[src/rtl/four_bit_seq_divider_if.sv]
// four_bit_seq_divider_if
//   Interface bundle for the sequential restoring divider. It groups the
//   start/busy/done handshake, the operand inputs and the registered results.
//   The clock and reset are not part of the bundle and stay plain ports.
//
//   Signals
//     start        request, seen by the divider only in IDLE or DONE
//     Dividend     unsigned dividend, captured on an accepted start
//     Divisor      unsigned divisor, captured on an accepted start
//     Quotient     registered quotient
//     Remainder    registered remainder
//     busy         high while the divider is iterating
//     done         one-cycle pulse that marks a valid result
//     div_by_zero  result came from a zero divisor; held until the next start
//
//   Modports
//     master  requester side: drives start and the operands
//     slave   divider side: drives the results and status
interface four_bit_seq_divider_if #(
    parameter int WIDTH = 4
);
    logic             start;
    logic [WIDTH-1:0] Dividend;
    logic [WIDTH-1:0] Divisor;
    logic [WIDTH-1:0] Quotient;
    logic [WIDTH-1:0] Remainder;
    logic             busy;
    logic             done;
    logic             div_by_zero;

    modport master (
        output start, Dividend, Divisor,
        input  Quotient, Remainder, busy, done, div_by_zero
    );

    modport slave (
        input  start, Dividend, Divisor,
        output Quotient, Remainder, busy, done, div_by_zero
    );
endinterface

[src/rtl/four_bit_seq_divider.sv]
// four_bit_seq_divider
//   Unsigned restoring divider that produces one quotient bit per clock. A
//   zero divisor is caught when start is accepted, and the block goes
//   straight to DONE without iterating.
//
//   Ports
//     clk    rising-edge clock
//     rst_n  asynchronous active-low reset
//     bus    four_bit_seq_divider_if.slave (start/operands in, results out)
//
//   Timing (WIDTH = 4)
//     A start is accepted on edge 0. The divider iterates on edges 1..WIDTH
//     with busy high, and done is high for the cycle after edge WIDTH. A start
//     seen in DONE is accepted at once, so divides can run back to back.
module four_bit_seq_divider #(
    parameter int WIDTH = 4
) (
    input  logic                   clk,
    input  logic                   rst_n,
    four_bit_seq_divider_if.slave  bus
);
    localparam int CW = $clog2(WIDTH + 1);

    typedef enum logic [1:0] {
        IDLE = 2'd0,
        RUN  = 2'd1,
        DONE = 2'd2
    } state_t;

    state_t           state;
    logic [WIDTH-1:0] d;        // captured divisor
    logic [WIDTH-1:0] q;        // working quotient; shifts the dividend out at the top
    logic [WIDTH-1:0] r;        // partial remainder
    logic [CW-1:0]    cnt;      // iterations completed

    // One restoring step on {r,q}.
    logic [WIDTH-1:0] r_sh;
    logic [WIDTH:0]   trial;
    logic [WIDTH-1:0] r_nxt;
    logic [WIDTH-1:0] q_nxt;

    always_comb begin
        r_sh  = {r[WIDTH-2:0], q[WIDTH-1]};
        trial = {1'b0, r_sh} - {1'b0, d};
        r_nxt = r_sh;
        q_nxt = {q[WIDTH-2:0], 1'b0};
        // A clear borrow bit means the divisor fit: keep the difference and
        // shift in a 1. Otherwise keep the shifted remainder, which is the
        // restore step.
        if (!trial[WIDTH]) begin
            r_nxt = trial[WIDTH-1:0];
            q_nxt = {q[WIDTH-2:0], 1'b1};
        end
    end

    always_ff @(posedge clk or negedge rst_n) begin
        if (!rst_n) begin
            state           <= IDLE;
            d               <= '0;
            q               <= '0;
            r               <= '0;
            cnt             <= '0;
            bus.Quotient    <= '0;
            bus.Remainder   <= '0;
            bus.busy        <= 1'b0;
            bus.done        <= 1'b0;
            bus.div_by_zero <= 1'b0;
        end else begin
            case (state)
                IDLE, DONE: begin
                    bus.done <= 1'b0;
                    state    <= IDLE;
                    if (bus.start) begin
                        if (bus.Divisor == '0) begin
                            // Report the result right away. busy stays low.
                            bus.Quotient    <= '1;
                            bus.Remainder   <= bus.Dividend;
                            bus.div_by_zero <= 1'b1;
                            bus.done        <= 1'b1;
                            state           <= DONE;
                        end else begin
                            d               <= bus.Divisor;
                            q               <= bus.Dividend;
                            r               <= '0;
                            cnt             <= '0;
                            bus.div_by_zero <= 1'b0;
                            bus.busy        <= 1'b1;
                            state           <= RUN;
                        end
                    end
                end
                RUN: begin
                    // start and the operand inputs are ignored while iterating.
                    q   <= q_nxt;
                    r   <= r_nxt;
                    cnt <= cnt + CW'(1);
                    if (cnt == CW'(WIDTH - 1)) begin
                        bus.Quotient  <= q_nxt;
                        bus.Remainder <= r_nxt;
                        bus.busy      <= 1'b0;
                        bus.done      <= 1'b1;
                        state         <= DONE;
                    end
                end
                default: begin
                    state    <= IDLE;
                    bus.busy <= 1'b0;
                    bus.done <= 1'b0;
                end
            endcase
        end
    end
endmodule

[src/flat_wrapper.sv]
// flat-port wrapper written by rule: the top's interface ports become plain ports
module four_bit_seq_divider_flat 
#(
    parameter int WIDTH = 4
)
  (clk, rst_n, bus_start, bus_Dividend, bus_Divisor, bus_Quotient, bus_Remainder, bus_busy, bus_done, bus_div_by_zero);
  four_bit_seq_divider_if #(.WIDTH(WIDTH)) bus_i ();
  input  logic clk;
  input  logic rst_n;
  input wire logic [$bits(bus_i.start)-1:0] bus_start;
  input wire logic [$bits(bus_i.Dividend)-1:0] bus_Dividend;
  input wire logic [$bits(bus_i.Divisor)-1:0] bus_Divisor;
  output wire logic [$bits(bus_i.Quotient)-1:0] bus_Quotient;
  output wire logic [$bits(bus_i.Remainder)-1:0] bus_Remainder;
  output wire logic [$bits(bus_i.busy)-1:0] bus_busy;
  output wire logic [$bits(bus_i.done)-1:0] bus_done;
  output wire logic [$bits(bus_i.div_by_zero)-1:0] bus_div_by_zero;
  assign bus_i.start = bus_start;
  assign bus_i.Dividend = bus_Dividend;
  assign bus_i.Divisor = bus_Divisor;
  assign bus_Quotient = bus_i.Quotient;
  assign bus_Remainder = bus_i.Remainder;
  assign bus_busy = bus_i.busy;
  assign bus_done = bus_i.done;
  assign bus_div_by_zero = bus_i.div_by_zero;
  four_bit_seq_divider #(.WIDTH(WIDTH)) u_core (.clk(clk), .rst_n(rst_n), .bus(bus_i));
endmodule
[config.mk]
export PLATFORM = sky130hd
export DESIGN_NAME = four_bit_seq_divider_flat
export DESIGN_NICKNAME = d
export VERILOG_FILES = /design/src/rtl/four_bit_seq_divider_if.sv /design/src/rtl/four_bit_seq_divider.sv /design/src/flat_wrapper.sv
export SDC_FILE = /design/constraint.sdc
export NUM_CORES = 1
export LEC_CHECK = 0
export CORE_ASPECT_RATIO = 0.9
export CORE_MARGIN = 2
export CORE_UTILIZATION = 54
export CTS_BUF_LIST = sky130_fd_sc_hd__clkbuf_4
export DETAILED_ROUTE_END_ITERATION = 8
export GPL_ROUTABILITY_DRIVEN = 0
export GPL_TIMING_DRIVEN = 0
export PLACE_DENSITY = 0.79
export SYNTH_ARGS = -nofsm -noshare
export SYNTH_HDL_FRONTEND = slang
export SYNTH_SLANG_ARGS = --single-unit
[constraint.sdc]
create_clock -name clk -period 2 [get_ports clk]
set_input_delay 0.4 -clock clk [delete_from_list [all_inputs] [get_ports clk]]
set_output_delay 0.4 -clock clk [all_outputs]
set_load 0.005 [all_outputs]
* After elaboration in Yosys (flattened, before gate mapping) *
Cells that the tools add are included.

word-level totals
  word-level logic and storage cells = 60
  output and inout bits = 11
  input bits = 11
  register bits after elaboration = 27

operators by class
  bitwise gates (word level) = 1
  $add $sub $neg = 2
  eq/ne operators = 7
  muxes and demuxes = 31
  reductions and logical operators = 9

operator list
  operator               number
  $mux W4                9
  $pmux W4 S2            3
  $mux W3                4
  $pmux W3 S2            2
  $reduce_and A3 Y1      3
  $mux W1                7
  $mux W2                3
  $sub A4 B4 Y5          1
  $logic_not A4 Y1       1
  $ne A2 B1 Y1 const B   2
  $ne A2 B2 Y1 const B   2
  $pmux W1 S2            2
  $pmux W2 S2            1
  $reduce_and A4 Y1      1
  $add A3 B1 Y3 const B  1
  $eq A3 B2 Y1 const B   1
  $eq A2 B1 Y1 const B   1
  $eq A2 B2 Y1 const B   1
  $logic_not A2 Y1       1
  $reduce_and A2 Y1      1
  $reduce_bool A2 Y1     1
  $reduce_or A2 Y1       1
  $not A1 Y1             1

* Longest topological paths before layout *
  word-level depth = 4
  depth in mapped cells = 8
  mapped depth without buffers = 8

* Least setup slack after synthesis *
Ideal clock, no wire load.

  path kind = reg-to-reg
  start point = register u_core.q[3]
  end point = register u_core.r[2]
  cell stages (with the launch flop) = 9
  arrival = 1.640 ns
  setup slack = 0.239 ns
  buffers on the path = 0
  cells stage by stage = dfrtp_1 > inv_1 > ha_1 > inv_1 > fa_1 > nand3_2 > nand2_1 > o221a_1 > a31o_2

between the ends
  cells in the longest elaborated chain, start to end = 3

ends and longest elaborated chain
  item                    RTL line                    source
  start, declared         four_bit_seq_divider.sv:32  logic [WIDTH-1:0] q;
  start signal, assigned  four_bit_seq_divider.sv:83  q <= bus.Dividend;
  start signal, assigned  four_bit_seq_divider.sv:94  q <= q_nxt;
  $sub A4 B4 Y5           four_bit_seq_divider.sv:44  trial = {1'b0, r_sh} - {1'b0, d};
  $mux W4                 four_bit_seq_divider.sv:50  if (!trial[WIDTH]) begin
  $pmux W3 S2             four_bit_seq_divider.sv:69  case (state)
  end signal, assigned    four_bit_seq_divider.sv:95  r <= r_nxt;
  end, declared           four_bit_seq_divider.sv:33  logic [WIDTH-1:0] r;

No other way between the ends.
A chain may end at the register's enable or synchronous reset.

* Worst setup path in the final report *
Same ends and word-level chain as after synthesis.

==> results_dict.tcl <==
set metrics [dict create \
    p_total_mw 2.808 \
    first_pass_iters 4 \
    start_util_pct 55.39 \
    cpPeakStageDelay_ps 440 \
    relSlewSlack_pct 21.66 \
    setup_viol 0 \
    drc 0 \
    cts_hold_buf 0 \
    p_per_area_nw_per_um2 1736 \
    die_y_um 51.11 \
    critPathArrivalTime_ps 2170 \
    clock_latency_ps 310 \
    rows 17 \
    final_nets 182 \
    grt_max_degree 27 \
    multi_input_area_um2 605.6 \
    routedWlPerCell_um 14.97 \
    critPathRequiredTime_ps 2220 \
    num_vias 1058 \
    dieArea_um2 2879 \
    critPathLaunchType "flop" \
    rrSetupSlack_ps 50 \
    cts_root_buf "clkbuf_4" \
    design.core.area_um2 2404 \
    port_buffers 21 \
    clock-sinks 26 \
    timing.final.hold_violations 0 \
    drt-initial-drc-count 22 \
    crit_top_cell "inv_1" \
    cts_tree "yes" \
    dp_cells 185 \
    fin_crit_sh_pct 97.46 \
    avgSynthCellArea_um2 9.789 \
    post-route-util_pct 67.31 \
    max_freq_ghz 0.5130 \
    synth_area_um2 1331 \
    setup_tns_ps 0 \
    grt_pass1_wl_um 5050 \
    cts_htree_levels 1 \
    path_cells "inv_1 -> ha_1 -> inv_1 -> fa_1 -> nand3_2 -> nand2_1 -> o221a_1 -> a31o_2" \
    grt_pass1_vias 1097 \
    ant_nets 0 \
    fin_crit_ps 1949 \
    status "finished clean" \
    nFillCells 194 \
    finClkSkew_ps 7.776 \
    clk_pin_slew_ps 140 \
    synth_nets 154 \
    synth-async-reset-ratio_pct 100.0 \
    tightest_slew_ps 1171 \
    critical_path_class "flop to flop" \
    dp_slack_ps 90.17 \
    cts_buffers 3 \
    viasPerCell 5.539 \
    critPathSlowestCell "dfrtp_1" \
    grt-ovfl-total 0 \
    maxCapViolations 0 \
    ys_seq_area_share_pct 48.87 \
    vdd_drop_max_uv 1004 \
    dpl.hpwl_um 2083 \
    cp_top_family "adder cells" \
    grt_use_total_pct 22.94 \
    critPathBufInv 2 \
    synth-edff-count 0 \
    p_leak_nw 0.7175 \
    ys_ff_latch 26 \
    final_cells 191 \
    io_pins 22 \
    setup_ws_ps 50.72 \
    grt_antenna_before_repair 0 \
    synthFlopType "dfrtp_1" \
    ys_types 35 \
    end_kind "flop" \
    hold_class "flop to flop" \
    drive_gt1_share_pct 11.66 \
    cts.path.max_buffers 2 \
    crit_fanout 4 \
    die_w_um 56.34 \
    seq_area_um2 650.6 \
    diodes 0 \
    slew_viol_final 0 \
    syn-instance-count 136 \
    ys_warn_count 0 \
    area_delta_synth_final_pct 21.52 \
    routed_wl_um 2859 \
]
==> worst paths after layout <==
check,cells past startpoint,end,start
worst min register to register,2,u_core.bus.busy$_DFFE_PN0P_,u_core.bus.busy$_DFFE_PN0P_
worst max register to register,8,u_core.r[2]$_DFFE_PN0P_,u_core.q[3]$_DFFE_PN0P_
worst max-delay path,8,u_core.r[2]$_DFFE_PN0P_,u_core.q[3]$_DFFE_PN0P_
max in group asynchronous,1,u_core.cnt[0]$_DFFE_PN0P_,rst_n
min in group asynchronous,1,u_core.bus.Remainder[3]$_DFFE_PN0P_,rst_n
worst min-delay path,2,u_core.bus.busy$_DFFE_PN0P_,u_core.bus.busy$_DFFE_PN0P_
==> state kept, by name, indices dropped and copies added, names as in the netlist <==
register and cells:
u_core.bus.Quotient 4, u_core.bus.Remainder 4, u_core.bus.busy 1, u_core.bus.div_by_zero 1, u_core.cnt 3, u_core.d 4
u_core.q 4, u_core.r 3, u_core.state 2
==> worst min-delay path: cells and delay by family, from the launching register on <==
family / cells / cell delay [ps]
AND/OR/NAND/NOR: 2 / 110
flip-flops: 1 / 360
==> power breakdown <==
| group | switching, mW | total, mW | internal [mW] |
|---|---|---|---|
| Clock | 0.152 | 0.225 | 0.0728 |
| Combinational | 0.860 | 1.66 | 0.800 |
| Sequential | 0.149 | 0.923 | 0.774 |
==> cells in the mapped netlist, types with 2 or more instances <==
library cell,number,area share (%)
o22ai_1,5,2.3
o22a_1,2,1.3
a21oi_1,8,3.0
ha_1,6,5.6
a31o_2,2,1.3
nor2b_1,2,0.94
nand3b_1,2,1.1
nand2_1,24,6.8
buf_2,3,1.1
nand2b_1,2,0.94
o21ai_0,9,3.4
inv_1,9,2.5
dfrtp_1,26,49
nor2_1,9,2.5
nand3_1,3,1.1
a31oi_1,4,1.9
clkbuf_1,2,0.56
==> what timing repair did <==
action,4_1_cts,5_1_grt
setup endpoints to repair,0,1
buffers inserted,0,2
endpoints found under the hold margin,0,0
gates resized for setup,0,0
==> placed cells by master (no fill, tap or decap), drive strengths merged, types with 2 or more instances in the layout <==
| cell type | count |
|---|---|
| nand3 | 4 |
| nor2b | 2 |
| nand2 | 24 |
| inv | 9 |
| ha | 6 |
| buf | 7 |
| a21oi | 9 |
| a31oi | 4 |
| nand2b | 2 |
| nand3b | 2 |
| o22ai | 5 |
| dfrtp | 26 |
| nor2 | 9 |
| clkbuf | 5 |
| a31o | 2 |
| o21ai | 10 |
| o22a | 2 |
| clkdlybuf4s50 | 21 |
==> logic make-up (layout without fill, tap and decap cells) <==
| logic type | count (synthesis) | count (layout) | synth area share (%) |
|---|---|---|---|
| DFF | 26 | 26 | 48.87 |
| muxes | 2 | 2 | 1.598 |
| buffers and inverters | 16 | 43 | 5.639 |
| AOI/OAI and AO/OA | 37 | 37 | 18.14 |
| adders and majority gates | 7 | 7 | 7.143 |
| and+or+nand+nor | 48 | 48 | 18.61 |
==> metrics by stage <==
stage               cell area (µm²)  hold slack (ps)
floorplan                      1331            104.4
finish                         1618            494.2
global placement               1577            460.6
CTS                            1603            494.6
global route                   1618            539.0
detailed placement             1577            463.3
==> area by class of cell <==
cell class | count | share of cell area, %
tap | 28 | 2.166
buffer | 7 | 2.552
inverter | 9 | 2.088
clock inverter | 1 | 0.2320
sequential | 26 | 40.22
clock buffer | 3 | 1.392
timing repair buffer | 23 | 13.92
multi-input combinational | 94 | 37.43
==> metal layers <==
metal	track usage [%]	part of all wire, %	vias to the layer above
met4	7.143	1.4	0
met5	0	0	-
met1	30.38	45	511
met3	4.051	4.1	4
met2	38.82	50	20
li1	-	-	523
Power figures use the tool's default switching activity.
